`src/rtl/interval_timer_ctrl_if.sv`:
```
// Start/stop handshake and counter-control bundle between a requester and the interval timer controller.
// The requester side also plays the role of the 4-bit loadable counter (cnt_value).
interface interval_timer_ctrl_if;
    logic       start_valid;
    logic       start_ready;
    logic [3:0] start_value;
    logic       periodic;
    logic       stop;
    logic       done_ack;
    logic       cnt_load;
    logic [3:0] cnt_load_data;
    logic [3:0] cnt_value;
    logic       busy;
    logic       tick;
    logic       expired;
    logic [7:0] tick_cnt;

    modport master (
        output start_valid, start_value, periodic, stop, done_ack, cnt_value,
        input  start_ready, cnt_load, cnt_load_data, busy, tick, expired, tick_cnt
    );

    modport slave (
        input  start_valid, start_value, periodic, stop, done_ack, cnt_value,
        output start_ready, cnt_load, cnt_load_data, busy, tick, expired, tick_cnt
    );
endinterface

```
`src/rtl/interval_timer_ctrl.sv`:
```
// Sequencer for a free-running 4-bit loadable counter: presets it, watches for terminal count 4'hF,
// and reports ticks/expiry in one-shot or auto-reload mode.
module interval_timer_ctrl (
    input  logic                  clk,
    input  logic                  reset_n,
    interval_timer_ctrl_if.slave  bus
);
    typedef enum logic [1:0] {
        IDLE = 2'd0,
        ARM  = 2'd1,
        RUN  = 2'd2,
        DONE = 2'd3
    } state_t;

    state_t     state_q, state_d;
    logic [3:0] preset_q, preset_d;
    logic       mode_q, mode_d;
    logic [7:0] tick_cnt_q, tick_cnt_d;

    logic       start_ready;
    logic       cnt_load;
    logic [3:0] cnt_load_data;
    logic       busy;
    logic       tick;
    logic       expired;
    logic       terminal;

    assign terminal = (bus.cnt_value == 4'hF);

    always_comb begin
        state_d       = state_q;
        preset_d      = preset_q;
        mode_d        = mode_q;
        tick_cnt_d    = tick_cnt_q;
        start_ready   = 1'b0;
        // Loading the current count back into the counter freezes it.
        cnt_load      = 1'b1;
        cnt_load_data = bus.cnt_value;
        busy          = 1'b0;
        tick          = 1'b0;
        expired       = 1'b0;

        case (state_q)
            IDLE: begin
                start_ready   = 1'b1;
                cnt_load_data = 4'h0;
                if (bus.start_valid) begin
                    preset_d   = bus.start_value;
                    mode_d     = bus.periodic;
                    tick_cnt_d = 8'h00;
                    state_d    = ARM;
                end
            end
            ARM: begin
                busy          = 1'b1;
                cnt_load_data = preset_q;
                state_d       = bus.stop ? IDLE : RUN;
            end
            RUN: begin
                busy = 1'b1;
                if (terminal) begin
                    tick = 1'b1;
                    if (tick_cnt_q != 8'hFF) begin
                        tick_cnt_d = tick_cnt_q + 8'h01;
                    end
                    if (mode_q) begin
                        cnt_load_data = preset_q;
                    end else begin
                        state_d = DONE;
                    end
                end else begin
                    cnt_load = 1'b0;
                end
                // Abort overrides both the reload and the move to DONE, but the tick above still counts.
                if (bus.stop) begin
                    cnt_load      = 1'b1;
                    cnt_load_data = bus.cnt_value;
                    state_d       = IDLE;
                end
            end
            DONE: begin
                expired = 1'b1;
                if (bus.done_ack || bus.stop) begin
                    state_d = IDLE;
                end
            end
            default: begin
                state_d = IDLE;
            end
        endcase
    end

    always_ff @(posedge clk) begin
        if (!reset_n) begin
            state_q    <= IDLE;
            preset_q   <= 4'h0;
            mode_q     <= 1'b0;
            tick_cnt_q <= 8'h00;
        end else begin
            state_q    <= state_d;
            preset_q   <= preset_d;
            mode_q     <= mode_d;
            tick_cnt_q <= tick_cnt_d;
        end
    end

    assign bus.start_ready   = start_ready;
    assign bus.cnt_load      = cnt_load;
    assign bus.cnt_load_data = cnt_load_data;
    assign bus.busy          = busy;
    assign bus.tick          = tick;
    assign bus.expired       = expired;
    assign bus.tick_cnt      = tick_cnt_q;
endmodule
```
`src/flat_wrapper.sv`:
```
// flat-port wrapper written by rule: the top's interface ports become plain ports
module interval_timer_ctrl_flat 
  (clk, reset_n, bus_start_valid, bus_start_value, bus_periodic, bus_stop, bus_done_ack, bus_cnt_value, bus_start_ready, bus_cnt_load, bus_cnt_load_data, bus_busy, bus_tick, bus_expired, bus_tick_cnt);
  interval_timer_ctrl_if bus_i ();
  input  logic clk;
  input  logic reset_n;
  input wire logic [$bits(bus_i.start_valid)-1:0] bus_start_valid;
  input wire logic [$bits(bus_i.start_value)-1:0] bus_start_value;
  input wire logic [$bits(bus_i.periodic)-1:0] bus_periodic;
  input wire logic [$bits(bus_i.stop)-1:0] bus_stop;
  input wire logic [$bits(bus_i.done_ack)-1:0] bus_done_ack;
  input wire logic [$bits(bus_i.cnt_value)-1:0] bus_cnt_value;
  output wire logic [$bits(bus_i.start_ready)-1:0] bus_start_ready;
  output wire logic [$bits(bus_i.cnt_load)-1:0] bus_cnt_load;
  output wire logic [$bits(bus_i.cnt_load_data)-1:0] bus_cnt_load_data;
  output wire logic [$bits(bus_i.busy)-1:0] bus_busy;
  output wire logic [$bits(bus_i.tick)-1:0] bus_tick;
  output wire logic [$bits(bus_i.expired)-1:0] bus_expired;
  output wire logic [$bits(bus_i.tick_cnt)-1:0] bus_tick_cnt;
  assign bus_i.start_valid = bus_start_valid;
  assign bus_i.start_value = bus_start_value;
  assign bus_i.periodic = bus_periodic;
  assign bus_i.stop = bus_stop;
  assign bus_i.done_ack = bus_done_ack;
  assign bus_i.cnt_value = bus_cnt_value;
  assign bus_start_ready = bus_i.start_ready;
  assign bus_cnt_load = bus_i.cnt_load;
  assign bus_cnt_load_data = bus_i.cnt_load_data;
  assign bus_busy = bus_i.busy;
  assign bus_tick = bus_i.tick;
  assign bus_expired = bus_i.expired;
  assign bus_tick_cnt = bus_i.tick_cnt;
  interval_timer_ctrl u_core (.clk(clk), .reset_n(reset_n), .bus(bus_i));
endmodule
```
`config.mk`:
```
export PLATFORM = sky130hd
export DESIGN_NAME = interval_timer_ctrl_flat
export DESIGN_NICKNAME = d
export VERILOG_FILES = /design/src/rtl/interval_timer_ctrl_if.sv /design/src/rtl/interval_timer_ctrl.sv /design/src/flat_wrapper.sv
export SDC_FILE = /design/constraint.sdc
export NUM_CORES = 1
export LEC_CHECK = 0
export CORE_UTILIZATION = 45
export CTS_CLUSTER_SIZE = 30
export DETAILED_ROUTE_END_ITERATION = 7
export PLACE_DENSITY = 0.9
export SYNTH_ARGS = -nofsm -noshare
export SYNTH_HDL_FRONTEND = slang
export SYNTH_SLANG_ARGS = --single-unit
```
`constraint.sdc`:
```
create_clock -name clk -period 2.6 [get_ports clk]
set_input_delay 0.26 -clock clk [delete_from_list [all_inputs] [get_ports clk]]
set_output_delay 0.26 -clock clk [all_outputs]
set_load 0.03 [all_outputs]
```
==> qor.log, run 1 <==
[outcome] result of the run complete, no violations
[global_routing] number of global-route vias before repair 865
[floorplan] Die X-Extent 46.0 um
[layout] ANT cells 0
[global_routing] wire length of the first global-routing pass 3.54 mm
[clocking] Hold Buf Count CTS 0
[pwr] part of the total power dissipated in combinational logic 25.5%
[sta] fmax 397 MHz
[route] number of antenna-violating nets in the routed design 0
[floorplan] core box area 1760 sq um
[global_routing] initial antenna violation count 0
[pwr] peak ir drop on the vdd network 0.000303 V
[clocking] clock transition at the register clock pins on the worst setup and hold paths after CTS 0.09 ns
[synth] portion of synthesized cell area occupied by the leading cell type 34.4%
[clocking] clock buffer count from CTS 3
[synth] cells taking the most area after synthesis sky130_fd_sc_hd__dfxtp_1 34%, sky130_fd_sc_hd__ha_1 8.6%, sky130_fd_sc_hd__a21oi_1 6.3%
[layout] non-filler instance count after layout 164
[placed_design] HPWL Detailed 1.75 mm
[clocking] clock root buffer sky130_fd_sc_hd__clkbuf_4
[floorplan] chip height 46.0 um
[floorplan] I/O pins 31
[worst_setup_path] endpoint arrival time on the critical path 2.26 ns
[clocking] clock tree from TritonCTS built
[synth] number of library cell types mapped by synthesis 31
[global_routing] total global-route track usage 23.6%
[synth] summed instance area of the synthesized netlist 872 sq um
[synth] Yosys reg bits 15
[placed_design] weighted congestion reported at the end of routability-driven placement 0.806
[synth] synthesized area divided by synthesized cell count 8.15 sq um
[sta] measured slew at the worst slew-check pin 0.519 ns
[global_routing] Congestion Overflow GR 0
[route] highest routing layer actually used met4
[worst_setup_path] critical-path maximum fanout 4
[layout] cell area after layout 1230 sq um
[pwr] Cell Int Power 0.000353 W
[synth] share of flip-flops with an asynchronous set or reset after synthesis 0%
[synth] syn nets 127
[placed_design] Area after DPL 1200 sq um
[floorplan] Cell Rows 15
[route] routed length on met3 103 um
[floorplan] die area 2120 sq um
[synth] Post-synth EDFFs 0
[synth] leading post-synthesis cells by instance count 15 x sky130_fd_sc_hd__dfxtp_1, 11 x sky130_fd_sc_hd__a21oi_1, 10 x sky130_fd_sc_hd__nand2_1
[placed_design] placed instance count 160
[sta] Setup Total Neg Slack 0 ns
[sta] Post-Route Skew 0.00467 ns
[sta] max-slew headroom at the worst pin 65.2%
[sta] final setup violation count 0
[route] Detail Route met2 WL 1.06 mm
[worst_hold_path] worst min-delay path category reg2reg
[global_routing] largest net degree at the start of global routing 17
[layout] fraction of layout cells with a size suffix above 1 5.04%
[synth] warning count from the yosys run 0
[clocking] number of levels the H-tree was split into 1
[clocking] clock latency at the later pin of the worst-skew pair 0.29 ns
[worst_setup_path] WS Path Type reg2out
[worst_setup_path] cell family contributing the most delay on the critical path buffers and inverters
[pwr] Leakage Power 0.505 nW
[layout] P&R area growth vs syn 41.5%
[job] max capacitance violation total 0
[layout] number of fill cells 144
[synth] post-synthesis sequential area ratio 34.4%
[pwr] clock group share of total power 26.3%
[floorplan] Starting Density 49.4%
[pwr] share of total power in sequential cells 48.2%
[synth] cell taking the most area after synthesis sky130_fd_sc_hd__dfxtp_1
[worst_setup_path] Startpoint Class flop
[pwr] pwr dens 417 nW/um^2
[sta] final count of hold timing violations 0
[sta] fin. max-slew vios 0
[route] via count 962
[synth] post-synthesis instance total 107
[route] # DRC 0
[worst_setup_path] Req. time, crit path 2.34 ns
[placed_design] port bufs 30
[synth] most instantiated library cell after synthesis sky130_fd_sc_hd__dfxtp_1
[route] wire length the detailed router placed on met1 1.02 mm
[synth] top_reg_cell synth sky130_fd_sc_hd__dfxtp_1
[worst_setup_path] crit path capture type output pin
[layout] final net count 160
[sta] setup repair after global routing missed its margin false
[pwr] proportion of total power due to net switching 31.4%
[route] via count normalized by instance count 5.87
[clocking] Clock Tree Buf Depth 2
[sta] fin crit period 2.52 ns
[route] final routed wirelength across all metal layers 2.26 mm
[route] detailed-routing iteration count for the pre-antenna-repair pass 4
[worst_setup_path] number of buffer and inverter instances along the worst setup path 2
[worst_setup_path] reg2reg setup slack 0.36 ns
[clocking] clock sink count 15
[worst_setup_path] slowest cell delay on critical path 0.66 ns
[sta] post-route clock period utilization 96.9%
[worst_setup_path] cell with the largest stage delay on the worst path sky130_fd_sc_hd__clkdlybuf4s50_1
[route] mean routed wirelength per cell 13.8 um
[worst_setup_path] crit-path cells inv_1 -> ha_1 -> nor2b_1 -> a31oi_1 -> nor2_1 -> a22o_1 -> clkdlybuf4s50_1
[route] initial detailed-routing violation count 17
[pwr] net load switching power 0.000162 W
-- layout by cell type (no fill, tap or decap), drive strengths merged, types with 2 or more instances in the layout --
cell type,count
a21oi,11
a22o,4
a31oi,2
and2,2
buf,2
clkbuf,3
clkdlybuf4s50,27
dfxtp,15
dlymetal6s2s,3
ha,6
inv,5
nand2,10
nand3,6
nand3b,2
nand4,3
nor2,7
nor2b,2
o211ai,2
o21ai,7
o31ai,3
or3,4
or4,3
-- layout make-up --
cell class | count | area (sq um) | area share [%]
Inverter | 5 | 18.8 | 1.52
Timing Repair Buffer | 32 | 323 | 26.2
Sequential cell | 15 | 300 | 24.3
Clock buffer | 3 | 22.5 | 1.83
Multi-Input combinational cell | 83 | 533 | 43.2
Tap cell | 25 | 31.3 | 2.54
Clock inverter | 1 | 5.00 | 0.406
-- routing by layer --
layer | GRT usage, % | up-vias
met5 | 0 | -
met4 | 14.7 | 0
met3 | 6.75 | 9
met2 | 36.1 | 34
met1 | 28.7 | 450
li1 | - | 469
-- cells by family after synthesis --
kind of cell	count (synthesis)	synth area share (%)
AO/OA/AOI/OAI	35	26.0
adder cells (fa/ha/maj)	6	8.61
buffers and inverters	9	4.45
flip-flops	15	34.4
multiplexers	1	1.15
AND/OR/NAND/NOR	41	25.4
-- power groups by stage --
stage | logic, W | clock network (W) | registers, W
floorplan | 0.0000767 | 0 | 0.000254
global placement | 0.000125 | 0 | 0.000253
detailed placement | 0.000130 | 0 | 0.000254
CTS | 0.000131 | 0.000136 | 0.000248
global route | 0.000143 | 0.000144 | 0.000249
finish | 0.000131 | 0.000135 | 0.000248
-- state kept, by name (all words and copies together) (netlist names) --
| name | flops |
|---|---|
| u_core.bus.tick_cnt | 8 |
| u_core.mode_q | 1 |
| u_core.preset_q | 4 |
| u_core.state_q | 2 |
-- per-stage QoR --
| stage | power [W] | hold WS (ns) | util [%] | worst slack [ns] |
|---|---|---|---|---|
| after floorplan | 0.000331 | 0.407 | - | 0.614 |
| after global placement | 0.000378 | 0.451 | 67.9 | 0.256 |
| after detailed placement | 0.000383 | 0.455 | 67.9 | 0.187 |
| after CTS | 0.000514 | 0.468 | 69.5 | 0.0505 |
| after global routing | 0.000536 | 0.502 | 69.9 | 0.000894 |
| final | 0.000514 | 0.468 | 69.9 | 0.0797 |
-- worst paths after layout --
| path | from | end | cells past startpoint |
|---|---|---|---|
| setup / recovery | u_core.state_q[0] | bus_cnt_load_data[0] | 7 |
| hold / removal | u_core.preset_q[2] | u_core.preset_q[2] | 2 |
| setup reg to reg | u_core.state_q[0] | u_core.bus.tick_cnt[7] | 6 |
| hold reg to reg | u_core.preset_q[2] | u_core.preset_q[2] | 2 |
-- worst reg2reg max path, cell delays in order (launching register included) --
cell and delay (ns):
sky130_fd_sc_hd__dfxtp_1 0.40, sky130_fd_sc_hd__inv_1 0.10, sky130_fd_sc_hd__ha_1 0.35, sky130_fd_sc_hd__nor2b_1 0.21
sky130_fd_sc_hd__a211o_1 0.45, sky130_fd_sc_hd__or4_1 0.52, sky130_fd_sc_hd__a21oi_1 0.14
-- timing repair --
item                       in CTS  in global routing
setup buffers                   0                  0
setup endpoints to repair       0                  3
gates resized for setup         0                  3
Power figures use the tool's default switching activity.
==> run 2: changes to the inputs <==
Settings changed: HOLD_SLACK_MARGIN set to 0.12.
==> results of run 2 <==
The final DEF is identical to that of run 1; final timing and power are the same.
==> run 3: changes to the inputs <==
Settings changed: ABC_CLOCK_PERIOD_IN_PS set to 2600, CTS_CLUSTER_SIZE 30 to 12.
==> results of run 3 <==
The final DEF is identical to that of run 1; final timing and power are the same.
